**config.mk**
```make
export PLATFORM = sky130hd
export DESIGN_NAME = alu_controller
export DESIGN_NICKNAME = d
export VERILOG_FILES = /design/src/rtl/alu_pkg.sv /design/src/rtl/regfile_8x8.sv /design/src/rtl/alu_controller.sv
export SDC_FILE = /design/constraint.sdc
export NUM_CORES = 1
export LEC_CHECK = 0
export CORE_MARGIN = 2
export CORE_UTILIZATION = 40
export CTS_CLUSTER_DIAMETER = 200
export CTS_CLUSTER_SIZE = 40
export DETAILED_ROUTE_END_ITERATION = 16
export HOLD_SLACK_MARGIN = 0.15
export SLEW_MARGIN = 20
export SYNTH_ARGS = -nofsm -noshare
export SYNTH_HDL_FRONTEND = slang
export SYNTH_HIERARCHICAL = 1
export SYNTH_SLANG_ARGS = --single-unit
```
**constraint.sdc**
```tcl
create_clock -name clk -period 5.75 [get_ports clk]
set_input_delay 0.575 -clock clk [delete_from_list [all_inputs] [get_ports clk]]
set_output_delay 0.575 -clock clk [all_outputs]
set_load 0.05 [all_outputs]
```
**src/rtl/alu_pkg.sv**
```systemverilog
// Shared ISA definitions for the ALU controller and the ALU bench:
// opcodes, controller states and instruction field positions.
package alu_pkg;

  typedef enum logic [3:0] {
    OP_ADD   = 4'h0,
    OP_SUB   = 4'h1,
    OP_AND   = 4'h2,
    OP_OR    = 4'h3,
    OP_XOR   = 4'h4,
    OP_SLT   = 4'h5,
    OP_SHIFT = 4'h6,
    OP_ADDI  = 4'h9,
    OP_LDI   = 4'hA,
    OP_BEQ   = 4'hB,
    OP_BNE   = 4'hC,
    OP_HALT  = 4'hF
  } opcode_e;

  typedef enum logic [2:0] {
    IDLE   = 3'd0,
    FETCH  = 3'd1,
    DECODE = 3'd2,
    EXEC   = 3'd3,
    WB     = 3'd4,
    HALT   = 3'd5
  } state_e;

  localparam int OP_HI   = 15;
  localparam int OP_LO   = 12;
  localparam int RD_HI   = 11;
  localparam int RD_LO   = 9;
  localparam int RS1_HI  = 8;
  localparam int RS1_LO  = 6;
  localparam int RS2_HI  = 5;
  localparam int RS2_LO  = 3;
  localparam int DIR_BIT = 2;
  localparam int IMM_HI  = 7;
  localparam int IMM_LO  = 0;
  localparam int BRS1_HI = 11;
  localparam int BRS1_LO = 9;
  localparam int BRS2_HI = 8;
  localparam int BRS2_LO = 6;
  localparam int OFF_HI  = 5;
  localparam int OFF_LO  = 0;

  function automatic logic is_alu_op(input logic [3:0] op);
    return op <= 4'h6;
  endfunction

  function automatic logic writes_rd(input logic [3:0] op);
    return is_alu_op(op) || (op == OP_ADDI) || (op == OP_LDI);
  endfunction

endpackage

```
**src/rtl/regfile_8x8.sv**
```systemverilog
// 8 x 8-bit register file: two combinational read ports, one synchronous
// write port, R0 hardwired to zero.
module regfile_8x8 (
  input  logic       clk,
  input  logic       rst,
  input  logic       we_i,
  input  logic [2:0] waddr_i,
  input  logic [7:0] wdata_i,
  input  logic [2:0] raddr1_i,
  output logic [7:0] rdata1_o,
  input  logic [2:0] raddr2_i,
  output logic [7:0] rdata2_o
);
  logic [7:0][7:0] mem_q;

  // entry 0 is never written, so it stays at its reset value
  always_ff @(posedge clk or posedge rst) begin
    if (rst) mem_q <= '0;
    else if (we_i && (waddr_i != 3'd0)) mem_q[waddr_i] <= wdata_i;
  end

  assign rdata1_o = (raddr1_i == 3'd0) ? 8'h00 : mem_q[raddr1_i];
  assign rdata2_o = (raddr2_i == 3'd0) ? 8'h00 : mem_q[raddr2_i];

endmodule

```
**src/rtl/alu_controller.sv**
```systemverilog
// Multi-cycle controller: fetches 16-bit instructions, drives an external
// combinational ALU with registered operands and writes results back.
module alu_controller
  import alu_pkg::*;
(
  input  logic        clk,
  input  logic        rst,
  input  logic        start,
  output logic        instr_req,
  output logic [7:0]  instr_addr,
  input  logic [15:0] instr_rdata,
  input  logic        instr_valid,
  output logic [7:0]  alu_a,
  output logic [7:0]  alu_b,
  output logic [3:0]  alu_opcode,
  output logic        alu_dir,
  input  logic [7:0]  alu_result,
  input  logic        alu_branch_taken,
  output logic        busy,
  output logic        halted
);
  state_e      state_q, state_d;
  logic [7:0]  pc_q, pc_d;
  logic [15:0] ir_q, ir_d;
  logic [7:0]  res_q, res_d;
  logic        bt_q, bt_d;
  logic [7:0]  a_q, a_d, b_q, b_d;
  logic [3:0]  opc_q, opc_d;
  logic        dir_q, dir_d;

  logic [3:0]  op;
  logic        is_br;
  logic        we;
  logic [2:0]  raddr1, raddr2;
  logic [7:0]  rdata1, rdata2;

  assign op    = ir_q[OP_HI:OP_LO];
  assign is_br = (op == OP_BEQ) || (op == OP_BNE);

  // ADDI reads its destination; branches take rs1/rs2 from the upper fields
  assign raddr1 = (op == OP_ADDI) ? ir_q[RD_HI:RD_LO]   :
                  is_br           ? ir_q[BRS1_HI:BRS1_LO] : ir_q[RS1_HI:RS1_LO];
  assign raddr2 = is_br ? ir_q[BRS2_HI:BRS2_LO] : ir_q[RS2_HI:RS2_LO];

  regfile_8x8 u_rf (
    .clk      (clk),
    .rst      (rst),
    .we_i     (we),
    .waddr_i  (ir_q[RD_HI:RD_LO]),
    .wdata_i  (res_q),
    .raddr1_i (raddr1),
    .rdata1_o (rdata1),
    .raddr2_i (raddr2),
    .rdata2_o (rdata2)
  );

  always_ff @(posedge clk or posedge rst) begin
    if (rst) begin
      state_q <= IDLE;
      pc_q    <= '0;
      ir_q    <= '0;
      res_q   <= '0;
      bt_q    <= 1'b0;
      a_q     <= '0;
      b_q     <= '0;
      opc_q   <= '0;
      dir_q   <= 1'b0;
    end else begin
      state_q <= state_d;
      pc_q    <= pc_d;
      ir_q    <= ir_d;
      res_q   <= res_d;
      bt_q    <= bt_d;
      a_q     <= a_d;
      b_q     <= b_d;
      opc_q   <= opc_d;
      dir_q   <= dir_d;
    end
  end

  always_comb begin
    state_d = state_q;
    pc_d    = pc_q;
    ir_d    = ir_q;
    res_d   = res_q;
    bt_d    = bt_q;
    a_d     = a_q;
    b_d     = b_q;
    opc_d   = opc_q;
    dir_d   = dir_q;
    we      = 1'b0;
    case (state_q)
      IDLE, HALT: begin
        if (start) begin
          pc_d    = 8'h00;
          state_d = FETCH;
        end
      end
      FETCH: begin
        if (instr_valid) begin
          ir_d    = instr_rdata;
          state_d = DECODE;
        end
      end
      DECODE: begin
        opc_d = op;
        dir_d = (op == OP_SHIFT) ? ir_q[DIR_BIT] : 1'b0;
        // operands not used by the instruction keep their previous value
        if (is_alu_op(op) || is_br) begin
          a_d = rdata1;
          b_d = rdata2;
        end else if (op == OP_ADDI) begin
          a_d = rdata1;
          b_d = ir_q[IMM_HI:IMM_LO];
        end else if (op == OP_LDI) begin
          b_d = ir_q[IMM_HI:IMM_LO];
        end
        state_d = (op == OP_HALT) ? HALT : EXEC;
      end
      EXEC: begin
        res_d   = alu_result;
        bt_d    = alu_branch_taken;
        state_d = WB;
      end
      WB: begin
        we      = writes_rd(op);
        pc_d    = (is_br && bt_q) ? pc_q + {{2{ir_q[OFF_HI]}}, ir_q[OFF_HI:OFF_LO]}
                                  : pc_q + 8'd1;
        state_d = FETCH;
      end
      default: state_d = IDLE;
    endcase
  end

  assign instr_req  = (state_q == FETCH);
  assign instr_addr = pc_q;
  assign alu_a      = a_q;
  assign alu_b      = b_q;
  assign alu_opcode = opc_q;
  assign alu_dir    = dir_q;
  assign busy       = (state_q != IDLE) && (state_q != HALT);
  assign halted     = (state_q == HALT);

endmodule
```
==> summary.txt <==
Clock tree
  • Reg clk slew, reported paths: 50 ps
  • Number of hold buffers added after CTS: 0
  • CTS root buf: clkbuf_16
  • Post-CTS Repair Setup Buffers: 0
  • TritonCTS clock tree: done
  • Clock Sinks: 113
  • Post-cts sizing count: 0
  • Htree depth: 4
  • Longest Clk Path Bufs: 2
  • Skew-Pair Late Insertion Delay: 420 ps
  • TritonCTS buffer count: 17

Cells and area
  • Util after Layout: 0.498
  • Share of cells above drive strength 1: 0.312
  • Final Cell Area: 0.00729 mm^2
  • # diodes: 0
  • Area Overhead vs Synth: 20.2%
  • Nets: 559

GRT
  • GRT Util Overall: 0.190
  • Initial antenna violation count: 0
  • First-pass GRT wire length: 23400 um
  • M2 GR Usage: 0.291
  • Overflow after GRT: 0
  • Gr busiest metal: met2
  • Vias in the first global route: 4054
  • Largest net degree at the start of global routing: 57
  • Met1 GRT Util: 0.264
  • M3 GR Usage: 0.0473

Logic synthesis
  • Number of enable flip-flop cells after synthesis: 0
  • Flops & latches, synth: 113
  • Seq/Total Area, Yosys: 0.467
  • Yosys warns: 6
  • Cell Area, Synth: 0.00606 mm^2
  • Mapped Nets: 507
  • Avg Cell Area, Syn: 12.9 um^2
  • Asr flop ratio synth: 1.00
  • Syn Inst Count: 470
  • Most used DFF post-synth: dfrtp_1
  • Cell variety after synth: 58

Power
  • Combinational Power Share: 0.442
  • Int Pwr: 2840 uW
  • Switching Power: 1880 uW
  • Pleak: 0.00336 uW
  • Design Power: 4720 uW
  • Peak supply drop: 0.289 mV
  • Power share of the clock group: 0.237
  • Sw Share: 0.398
  • Seq pwr share: 0.321
  • Power density cells: 648 mW/mm^2

Timing
  • Pins Over Slew Limit: 0
  • Crit share post-route: 0.556
  • Final setup viols: 0
  • Slew headroom: 0.408
  • Minimum hold slack: 482 ps
  • Final Hold Viols: 0
  • Fin Clk Skew: 14.9 ps
  • Tmin final: 3200 ps
  • Unrepaired setup endpoints after global routing: false
  • Setup TNS: 0 ps
  • Peak Freq: 313 MHz
  • Worst Tran Pin Value: 889 ps

Worst setup path
  • Worst-path fanout max: 26
  • RR Endpoint: alu_b[4]
  • Data arrival, critical path: 3460 ps
  • Crit Path Class: reg2reg
  • Reg2Reg Depth: 9
  • R2R setup slack: 2550 ps
  • Critical Path Source Type: flip-flop
  • Critical path endpoint category: flip-flop
  • Crit path required time: 6020 ps
  • Worst r2r src: ir_q[14]

Floorplanning
  • # rows: 44
  • Die Wd: 127 um
  • Die area: 0.0162 mm^2
  • Total core area: 0.0146 mm^2
  • Die Ht: 127 um
  • Starting Density: 0.414
  • I/O pin cnt: 61

Drt
  • Vias per inst: 5.65
  • WL/cell: 20.3 um
  • Total number of vias: 4065
  • Drt first pass iters: 4
  • 1st-iter DRT viols: 264
  • Total Wirelength: 14600 um
  • ANT nets after route: 0
  • Remaining DRCs: 0

Hold path
  • Hold Path Stages: 2
  • Tightest Hold Check Type: reg2reg
  • Min-delay src: alu_opcode[2]
  • Hold Path Sink: alu_opcode[2]

Place
  • Number of I/O port buffers: 60
  • GP Congestion: 0.849
  • HPWL after DPL: 10000 um
  • Placed inst area: 0.00665 mm^2

Flow run
  • Max_cap viols: 0

Run status
  • Outcome: complete, no violations
-- worst max-delay path by stage --
stage,start,end,slack (ps),cells past startpoint
global route,ir_q[14],alu_b[2],2320,9
global placement,ir_q[14],alu_a[6],2630,8
finish,ir_q[14],alu_b[4],2550,9
floorplan,ir_q[13],instr_addr[6],2940,12
CTS,ir_q[14],alu_a[3],2580,8
detailed placement,ir_q[14],alu_a[3],2580,8
-- power groups by stage --
stage	combinational [uW]	clock, uW	sequential [uW]
after global routing	2250	1190	1570
after floorplan	1550	0	1600
after CTS	2100	1140	1510
after detailed placement	2090	0	1520
final	2090	1120	1510
after global placement	2060	0	1510
-- per-layer routing --
metal | vias to the layer above | part of all wire
met5 | - | 0
met4 | 0 | 0.025
met3 | 26 | 0.043
met2 | 109 | 0.46
met1 | 2062 | 0.47
li1 | 1868 | -
-- through the flow --
step | setup slack (ps) | std cells
finish | 2550 | 719
global route | 2320 | 719
CTS | 2580 | 719
detailed placement | 2580 | 687
global placement | 2630 | 687
floorplan | 2940 | 470
-- area by class of cell --
| type | instances | area, um^2 |
|---|---|---|
| repair buffers | 62 | 616 |
| fillers | 1286 | 7360 |
| flip-flops and latches | 113 | 2830 |
| multi-input cells | 319 | 2940 |
| inverters | 9 | 33.8 |
| well taps | 184 | 230 |
| clock inverters | 10 | 155 |
| clock buffers | 22 | 484 |
-- flip-flops by register name (all words and copies together) (netlist names) --
| register | count |
|---|---|
| alu_b | 8 |
| alu_dir | 1 |
| res_q | 8 |
| bt_q | 1 |
| alu_a | 8 |
| ir_q | 16 |
| instr_addr | 8 |
| u_rf/mem_q | 56 |
| alu_opcode | 4 |
| state_q | 3 |
-- critical path, cell delays in order, from the launching register on --
cell,delay [ps]
dfrtp_1,530
or3b_4,460
nand2_2,130
nand2_1,110
mux2_2,770
and2b_1,360
a221oi_1,360
a221oi_1,90
mux2i_1,160
a21oi_1,80
-- placed cells by master, fill, tap and decap left out, types with 3 or more instances in the layout --
cell type        netlist  final
nor2_1                14     14
a22o_1                 9      9
xor2_1                 3      3
clkbuf_8               0      4
o21ai_0                6      6
a221oi_1              26     26
dfrtp_1              113    113
a21oi_1               15     15
inv_1                  9      7
bufinv_16              0      4
o211ai_1               4      4
and2_1                 7      7
clkbuf_16              0     17
a21o_1                 3      3
nand4b_2               3      3
mux2_4                 8      8
nand2_1               22     22
mux2i_1               40     40
ha_1                   7      7
nor2b_1                4      4
clkinv_2               0      4
mux2_2               102    102
clkdlybuf4s50_1        0     60
-- Yosys cell counts, types with 2 or more instances --
| library cell | instances | share of area |
|---|---|---|
| and3_1 | 2 | 0.0021 |
| buf_2 | 9 | 0.0074 |
| and2b_1 | 2 | 0.0025 |
| mux2_4 | 8 | 0.020 |
| a21o_1 | 3 | 0.0037 |
| buf_4 | 4 | 0.0050 |
| nor2b_1 | 4 | 0.0041 |
| and2_1 | 7 | 0.0072 |
| buf_12 | 3 | 0.0099 |
| inv_1 | 9 | 0.0056 |
| nand2b_1 | 2 | 0.0021 |
| ha_1 | 7 | 0.014 |
| nand3b_1 | 2 | 0.0025 |
| mux2i_1 | 40 | 0.066 |
| a22o_1 | 9 | 0.013 |
| xnor2_1 | 2 | 0.0029 |
| o21ai_2 | 2 | 0.0029 |
| xor2_1 | 3 | 0.0043 |
| dfrtp_1 | 113 | 0.47 |
| mux2_2 | 102 | 0.19 |
| nand2_1 | 22 | 0.014 |
| a21oi_4 | 2 | 0.0054 |
| nor2_1 | 14 | 0.0087 |
| o21ai_0 | 6 | 0.0050 |
| a221oi_2 | 2 | 0.0050 |
| a221oi_1 | 26 | 0.038 |
| a31oi_1 | 2 | 0.0021 |
| nand4b_2 | 3 | 0.0074 |
| nand2_2 | 2 | 0.0021 |
| a21oi_1 | 15 | 0.012 |
| o211ai_1 | 4 | 0.0050 |
| nand3_1 | 2 | 0.0017 |
| a21oi_2 | 2 | 0.0029 |
| buf_6 | 10 | 0.019 |
| clkbuf_1 | 2 | 0.0012 |
-- cell families (layout without fill, tap and decap cells) --
group                      Yosys count  after routing  share of synthesized area
muxes                              150            150                      0.275
AOI/OAI and AO/OA                   80             80                      0.104
DFF                                113            113                      0.467
adders and majority gates            8              8                     0.0178
buffers and inverters               38            103                     0.0485
xor gates and xnor gates             5              5                    0.00723
and+or+nand+nor                     76             76                     0.0805
(Power assumes the default switching activity.)
